**config.mk**
```make
export PLATFORM = sky130hd
export DESIGN_NAME = btn_autorepeat
export DESIGN_NICKNAME = d
export VERILOG_FILES = /design/src/rtl/btn_autorepeat.sv
export SDC_FILE = /design/constraint.sdc
export NUM_CORES = 1
export LEC_CHECK = 0
export BUFFER_PORTS_ARGS = -buffer_cell sky130_fd_sc_hd__buf_2
export CORE_ASPECT_RATIO = 1.25
export CORE_MARGIN = 2
export CORE_UTILIZATION = 59
export CTS_BUF_LIST = sky130_fd_sc_hd__clkbuf_8
export CTS_CLUSTER_DIAMETER = 200
export CTS_CLUSTER_SIZE = 24
export DETAILED_ROUTE_END_ITERATION = 6
export PLACE_DENSITY = 0.91
export SKIP_CTS_REPAIR_TIMING = 1
export SYNTH_ARGS = -nofsm -noshare
export SYNTH_HDL_FRONTEND = slang
export SYNTH_SLANG_ARGS = --single-unit
```
**constraint.sdc**
```tcl
create_clock -name clk -period 2.4 [get_ports clk]
set_clock_uncertainty 0.1 [all_clocks]
set_input_delay 0.72 -clock clk [delete_from_list [all_inputs] [get_ports clk]]
set_output_delay 0.72 -clock clk [all_outputs]
set_load 0.01 [all_outputs]
```
**src/rtl/btn_autorepeat.sv**
```systemverilog
`default_nettype none
// ============================================================================
//  Module   : btn_autorepeat
//  Purpose  : Button conditioning for the game control block. Each channel
//             runs a 2-flop synchroniser, a debounce filter and a delayed
//             auto-repeat FSM (initial delay, then fixed-rate repeats). The
//             result is clean one-cycle command pulses in the game clock
//             domain.
//  Ports    : clk         - 50 MHz game clock
//             reset_n     - asynchronous active-low reset
//             btn_raw     - raw asynchronous button levels, 1 = pressed
//             clr         - synchronous suppress (game start / game over)
//             btn_level   - debounced button level
//             btn_press   - 1-cycle pulse per accepted press and per repeat
//             btn_release - 1-cycle pulse on debounced release
//  Options  : BTN_RELEASE_EVT_EN - when defined, btn_release is generated;
//             otherwise btn_release is tied low and no release logic exists.
//  Revision : 1.0 - initial release
// ============================================================================
module btn_autorepeat #(
  parameter int               N_BTN        = 4,
  parameter int               DEBOUNCE_CYC = 500000,
  parameter int               DAS_CYC      = 8500000,
  parameter int               ARR_CYC      = 2500000,
  parameter logic [N_BTN-1:0] REPEAT_MASK  = 4'b0111
) (
  input  logic             clk,
  input  logic             reset_n,
  input  logic [N_BTN-1:0] btn_raw,
  input  logic             clr,
  output logic [N_BTN-1:0] btn_level,
  output logic [N_BTN-1:0] btn_press,
  output logic [N_BTN-1:0] btn_release
);

  // Counter widths: clog2 of the terminal count, never narrower than 1 bit.
  localparam int c_db_w  = (DEBOUNCE_CYC > 1) ? $clog2(DEBOUNCE_CYC) : 1;
  localparam int c_das_w = (DAS_CYC > 1) ? $clog2(DAS_CYC) : 1;
  localparam int c_arr_w = (ARR_CYC > 1) ? $clog2(ARR_CYC) : 1;
  // One repeat counter serves both DELAY and REPEAT, so it is sized for the larger.
  localparam int c_rp_w  = (c_das_w > c_arr_w) ? c_das_w : c_arr_w;

  localparam logic [c_db_w-1:0] c_db_last  = c_db_w'(DEBOUNCE_CYC - 1);
  localparam logic [c_rp_w-1:0] c_das_last = c_rp_w'(DAS_CYC - 1);
  localparam logic [c_rp_w-1:0] c_arr_last = c_rp_w'(ARR_CYC - 1);

  typedef enum logic [1:0] {
    ST_IDLE   = 2'd0,
    ST_DELAY  = 2'd1,
    ST_REPEAT = 2'd2,
    ST_HOLD   = 2'd3
  } state_t;

  for (genvar i = 0; i < N_BTN; i++) begin : g_chan
    logic              r_sync1;
    logic              r_sync2;
    logic              r_level;
    logic              r_press;
    logic [c_db_w-1:0] r_db_cnt;
    logic [c_rp_w-1:0] r_rp_cnt;
    state_t            r_state;

    logic w_mismatch;
    logic w_db_done;
    logic w_rise;
    logic w_fall;
    logic w_level_nxt;

    // The level toggles on the edge that sees the last mismatched count, so a
    // clean step reaches btn_level 2 + DEBOUNCE_CYC edges after it happens.
    assign w_mismatch  = (r_sync2 != r_level);
    assign w_db_done   = w_mismatch && (r_db_cnt == c_db_last);
    assign w_rise      = w_db_done && !r_level;
    assign w_fall      = w_db_done && r_level;
    assign w_level_nxt = r_level ^ w_db_done;

`ifdef BTN_RELEASE_EVT_EN
    logic r_release;
    assign btn_release[i] = r_release;
`endif

    always_ff @(posedge clk or negedge reset_n) begin
      if (!reset_n) begin
        r_sync1   <= 1'b0;
        r_sync2   <= 1'b0;
        r_level   <= 1'b0;
        r_press   <= 1'b0;
        r_db_cnt  <= '0;
        r_rp_cnt  <= '0;
        r_state   <= ST_IDLE;
`ifdef BTN_RELEASE_EVT_EN
        r_release <= 1'b0;
`endif
      end else begin
        r_sync1 <= btn_raw[i];
        r_sync2 <= r_sync1;

        if (!w_mismatch || w_db_done) begin
          r_db_cnt <= '0;
        end else begin
          r_db_cnt <= r_db_cnt + c_db_w'(1);
        end
        r_level <= w_level_nxt;

        r_press <= 1'b0;
`ifdef BTN_RELEASE_EVT_EN
        r_release <= w_fall && !clr;
`endif

        if (clr) begin
          // Park a held button in HOLD so it stays silent until re-pressed.
          r_state  <= w_level_nxt ? ST_HOLD : ST_IDLE;
          r_rp_cnt <= '0;
        end else if (w_fall) begin
          // Release beats any repeat due on the same edge.
          r_state  <= ST_IDLE;
          r_rp_cnt <= '0;
        end else begin
          case (r_state)
            ST_IDLE: begin
              r_rp_cnt <= '0;
              if (w_rise) begin
                r_press <= 1'b1;
                r_state <= REPEAT_MASK[i] ? ST_DELAY : ST_HOLD;
              end
            end
            ST_DELAY: begin
              if (r_rp_cnt == c_das_last) begin
                r_press  <= 1'b1;
                r_state  <= ST_REPEAT;
                r_rp_cnt <= '0;
              end else begin
                r_rp_cnt <= r_rp_cnt + c_rp_w'(1);
              end
            end
            ST_REPEAT: begin
              if (r_rp_cnt == c_arr_last) begin
                r_press  <= 1'b1;
                r_rp_cnt <= '0;
              end else begin
                r_rp_cnt <= r_rp_cnt + c_rp_w'(1);
              end
            end
            default: begin
              r_rp_cnt <= '0;
            end
          endcase
        end
      end
    end

    assign btn_level[i] = r_level;
    assign btn_press[i] = r_press;
  end

`ifndef BTN_RELEASE_EVT_EN
  assign btn_release = '0;
`endif

endmodule
`default_nettype wire
```
# Word level (Yosys, flattened, before mapping)
# Index checks and enable logic that the tools add are counted.
# W data, S select, Z words.
[word_totals]
ff_bits = 196
in_bits = 7
word_cells = 180
[classes]
addsub = 8
eq_ne = 32
mux = 72
n_bitwise = 4
n_reduce_logical = 36
[op_table]
columns = ["op", "n"]
rows = [
  ["$mux W24", 16],
  ["$pmux W24 S2", 4],
  ["$add A24 B1 Y24 const B", 4],
  ["$eq A24 B22 Y1 const B", 4],
  ["$eq A24 B24 Y1 const B", 4],
  ["$add A19 B1 Y19 const B", 4],
  ["$eq A19 B19 Y1 const B", 4],
  ["$mux W19", 4],
  ["$mux W2", 20],
  ["$ne A4 B4 Y1 const B", 8],
  ["$mux W1", 20],
  ["$pmux W2 S2", 4],
  ["$reduce_bool A4 Y1", 4],
  ["$logic_and A1 B1 Y1", 12],
  ["$pmux W1 S3", 4],
  ["$reduce_and A3 Y1", 4],
  ["$eq A2 B1 Y1 const B", 4],
  ["$eq A2 B2 Y1 const B", 4],
  ["$logic_not A1 Y1", 8],
  ["$logic_not A2 Y1", 4],
  ["$logic_or A1 B1 Y1", 4],
  ["$ne A1 B1 Y1", 4],
  ["$xor A1 B1 Y1", 4],
]

# Longest topological paths before layout
[depth]
word_depth = 7
depth_mapped = 8
ltp_nobuf = 7

# Worst setup path before layout
# OpenSTA, ideal clock, no wires.
[synth_timing]
kind = "register to register"
startpoint = "register g_chan[1].r_rp_cnt[0]"
endpoint = "register g_chan[1].r_rp_cnt[15]"
setup_time_ns = 0.132
t_arrival_ns = 1.992
t_required_ns = 2.168
path_slack_ns = 0.176
path_stages_with_launch = 8
n_path_buf = 1
synth_period_minus_slack_ns = 2.224
path_cell_list = "dfrtp_1 -> ha_1 -> and4_2 -> nand3_1 -> o41ai_1 -> a211o_1 -> clkbuf_1 -> nor2_1"
[synth_via]
elab_chain_cells = 5
[synth_rtl]
columns = ["item", "line_no", "text"]
rows = [
  ["start, declared", "60", "logic [c_rp_w-1:0] r_rp_cnt;"],
  ["start signal, assigned", "133", "r_rp_cnt <= r_rp_cnt + c_rp_w'(1);"],
  ["start signal, assigned", "141", "r_rp_cnt <= r_rp_cnt + c_rp_w'(1);"],
  ["$add A24 B1 Y24 (tied with other cells)", "133, 141", ""],
  ["$mux W24 (on tied branches)", "137, 128", ""],
  ["$pmux W24 S2 *", "119", "case (r_state)"],
  ["$mux W24 *", "114", "end else if (w_fall) begin"],
  ["$mux W24 *", "110", "if (clr) begin"],
]
# Mark *: on every way between the ends. The rest lies on a longest branch, timed or not.
# A chain may end at the register's enable or synchronous reset.

# Worst setup path in the final report
[layout_timing]
startpoint = "register g_chan[1].r_rp_cnt[1]"
endpoint = "register g_chan[1].r_rp_cnt[8]"
# Same word-level chain as after synthesis.

==> flow_summary_export.csv <==
group,metric,value,unit
outcome,status,"finished clean",
placed_design,dp_hpwl,14000,um
sta,worst_pin_slew,0.483,ns
cts,ctsHtreeMaxLevel,4,
logic_synthesis,synth_edf_count,0,
cts,clock_sinks,196,
sta,fin_hold_ws,0.0837,ns
pwr,ir_drop,0.337,mV
global_routing,grt_pass1_wl,35200,um
floorplan,ios,19,
detailed_routing,drtPass1Iterations,5,
detailed_routing,drt_iter0_markers,557,
floorplan,core-area,17300,sq um
pwr,power.leakage,0.00463,uW
logic_synthesis,avgSynthCellArea,9.68,sq um
floorplan,start_util,59.6,%
sta,finalCriticalPeriod,2.27,ns
detailed_routing,wl,20200,um
cts,clockRootBuffer,"clkbuf_8",
finish,drive_gt1_share,8.13,%
sta,fin_tns_setup,0,ns
logic_synthesis,seq_area_frac_synth,47.6,%
sta,period_share,94.5,%
sta,hold_viol,0,
pwr,switching_share,25.4,%
pwr,p_total,6080,uW
logic_synthesis,yosys.area.top_type,"dfrtp_1",
detailed_routing,final_antenna_net_count,0,
sta,fmax,441,MHz
global_routing,grt_use_met3,4.09,%
setup_path,cp_slowest_cell,"dfrtp_1",
setup_path,crit_path_end,"g_chan[1].r_rp_cnt[8]",
floorplan,die_h,152,um
detailed_routing,drc,0,
setup_path,worstRegToRegCells,7,
logic_synthesis,synthFlopType,"dfrtp_1",
sta,slew_headroom,67.3,%
global_routing,grt_busiest_layer,"met2",
sta,slew_viol_final,0,
min_path,hp-class,"input port to asynchronous set/reset pin",
floorplan,rows,54,
global_routing,grt_pass1_vias,7943,
finish,fin_util,64.7,%
logic_synthesis,synth_top_area_share,47.6,%
setup_path,cp.required,2.65,ns
placed_design,place_area,10800,sq um
logic_synthesis,yosys.cell_count.top_type,"dfrtp_1",
pwr,p_seq_share,56.6,%
logic_synthesis,netlist_area,10300,sq um
logic_synthesis,synthTopCellsByCount,"dfrtp_1, nor2_1, xor2_1",
placed_design,gp_congestion,0.852,
cts,clk_pin_slew,0.10,ns
cts,worst_skew_pair.late_latency,0.48,ns
setup_path,crit_start,"g_chan[1].r_rp_cnt[1]",
detailed_routing,vias,7790,
logic_synthesis,synth_area_leaders,"dfrtp_1, xor2_1, nor2_1",
finish,fin_area,11200,sq um
cts,cts_tree,"done",
setup_path,cp-end-kind,"flop",
finish,final_net_count,1126,
global_routing,grt_max_degree,55,
placed_design,port_buffers,14,
pwr,p_comb_share,9.4,%
setup_path,ff2ff_setup_slack,0.13,ns
setup_path,r2r-end,"g_chan[1].r_rp_cnt[8]",
cts,cts_buffers,17,
pwr,pwr-share-clk,34.0,%
finish,antenna_cells,0,
setup_path,crit_path_max_incr_delay,0.48,ns
setup_path,worstSetupPathType,"flop to flop",
detailed_routing,routedWlPerCell,15.2,um
global_routing,gr-usage-all-layers,23.1,%
setup_path,crit_path_max_fanout,24,
floorplan,die_w,122,um
run,drv_cap,0,
sta,rsz0062_at_grt,"no",
global_routing,use_met1,28.4,%
finish,syn_to_final_growth,8.58,%
setup_path,critPathLaunchType,"flop",
setup_path,r2r_start,"g_chan[1].r_rp_cnt[1]",
logic_synthesis,ys_ff_latch,196,
logic_synthesis,async_flop_share,100,%
detailed_routing,vias_per_cell,5.85,
pwr,p_int,4540,uW
global_routing,globalRouteOverflowTotal,0,
pwr,power.switching,1540,uW
cts,clock_path_buffers,2,
floorplan,die_area,18600,sq um
logic_synthesis,ys_warn_count,0,
logic_synthesis,yosysUniqueCellTypes,71,
setup_path,arrival,2.52,ns
logic_synthesis,postSynthCellCount,1065,
pwr,power.density,543,nW/um^2
setup_path,path_cells,"ha_1 > and4_2 > nand3_1 > o41ai_1 > a211o_1 > buf_12 > nor2_1",
global_routing,antenna_found_initial,0,
sta,setup_viol,0,
global_routing,grt_use_met2,39.7,%
## cell usage in the layout (no fill, tap or decap), types with 3 or more instances in the layout
master and n:
a21boi_1 3, a21oi_1 4, a311oi_1 4, a31oi_1 5
and2_1 5, and3_1 27, and4_1 23, buf_12 8
buf_2 13, buf_4 22, clkbuf_8 20, clkinv_2 6
conb_1 4, dfrtp_1 195, ha_1 24, inv_1 38
mux2_2 4, nand2_1 64, nand2b_1 4, nand3_1 68
nand4_1 46, nand4b_1 4, nand4bb_1 8, nor2_1 186
nor2b_1 5, nor3_1 58, nor4_1 18, nor4b_1 11
o211ai_1 4, o21ai_0 3, o221ai_1 4, or2_1 4
or2_2 3, or3_1 4, or4_1 3, or4b_1 3
xnor2_1 76, xor2_1 83
## sequential cells by signal, summed over array words and instances, names as in the netlist
signal / flops
g_chan.r_db_cnt: 76
g_chan.r_level: 4
g_chan.r_press: 4
g_chan.r_rp_cnt: 96
g_chan.r_state: 8
g_chan.r_sync1: 4
g_chan.r_sync2: 4
## cell families after synthesis
family                     count (synthesis)  share of synthesized area, %
xor gates and xnor gates                 159                          13.5
muxes                                      6                         0.655
buffers and inverters                     73                          3.29
and+or+nand+nor                          559                          28.3
other                                      1                        0.0364
DFF                                      196                          47.6
AOI/OAI and AO/OA                         47                          3.74
adders and majority gates                 24                          2.91
## layer usage
layer / vias to the layer above / wire length, um
li1: 3767 / -
met3: 55 / 577
met2: 144 / 10500
met1: 3824 / 8520
met4: 0 / 610
met5: - / 0
## how the worst min path moves through the flow
stage                            from                    end  slack (ns)  cells after the start
finish                        reset_n  g_chan[3].r_db_cnt[3]        0.08                      1
global route                  reset_n  g_chan[3].r_db_cnt[3]        0.11                      1
CTS                           reset_n  g_chan[3].r_db_cnt[3]        0.08                      1
detailed placement  g_chan[3].r_sync1      g_chan[3].r_sync2        0.24                      0
global placement    g_chan[3].r_sync1      g_chan[3].r_sync2        0.24                      0
floorplan           g_chan[0].r_sync1      g_chan[0].r_sync2        0.23                      0
## critical path: cells and delay by family, from the launching register on
family	cells	cell delay, ns
DFF	1	0.48
and+or+nand+nor	3	0.49
AOI/OAI and AO/OA	2	0.63
adders and majority gates	1	0.28
buffers and inverters	1	0.17
## metrics by stage
step / std cells / setup WS (ns)
final: 1331 / 0.132
after global routing: 1331 / 0.0329
after CTS: 1331 / 0.0837
after detailed placement: 1300 / 0.131
after global placement: 1300 / 0.228
after floorplan: 1068 / 0.176
## cell type report
type	instances	area [sq um]
fillers	1355	6100
multi-input cells	799	5090
flip-flops and latches	196	4910
repair buffers	44	404
well taps	224	280
clock buffers	19	262
inverters	37	139
clock inverters	12	115
## power by group through the flow
stage	Clock, uW	Sequential, uW	Combinational (uW)
6_report	2070	3440	574
5_1_grt	2230	3450	648
4_1_cts	2120	3440	576
3_5_place_dp	0	3500	570
3_3_place_gp	0	3490	551
2_1_floorplan	0	3480	354
Power figures use the tool's default switching activity.
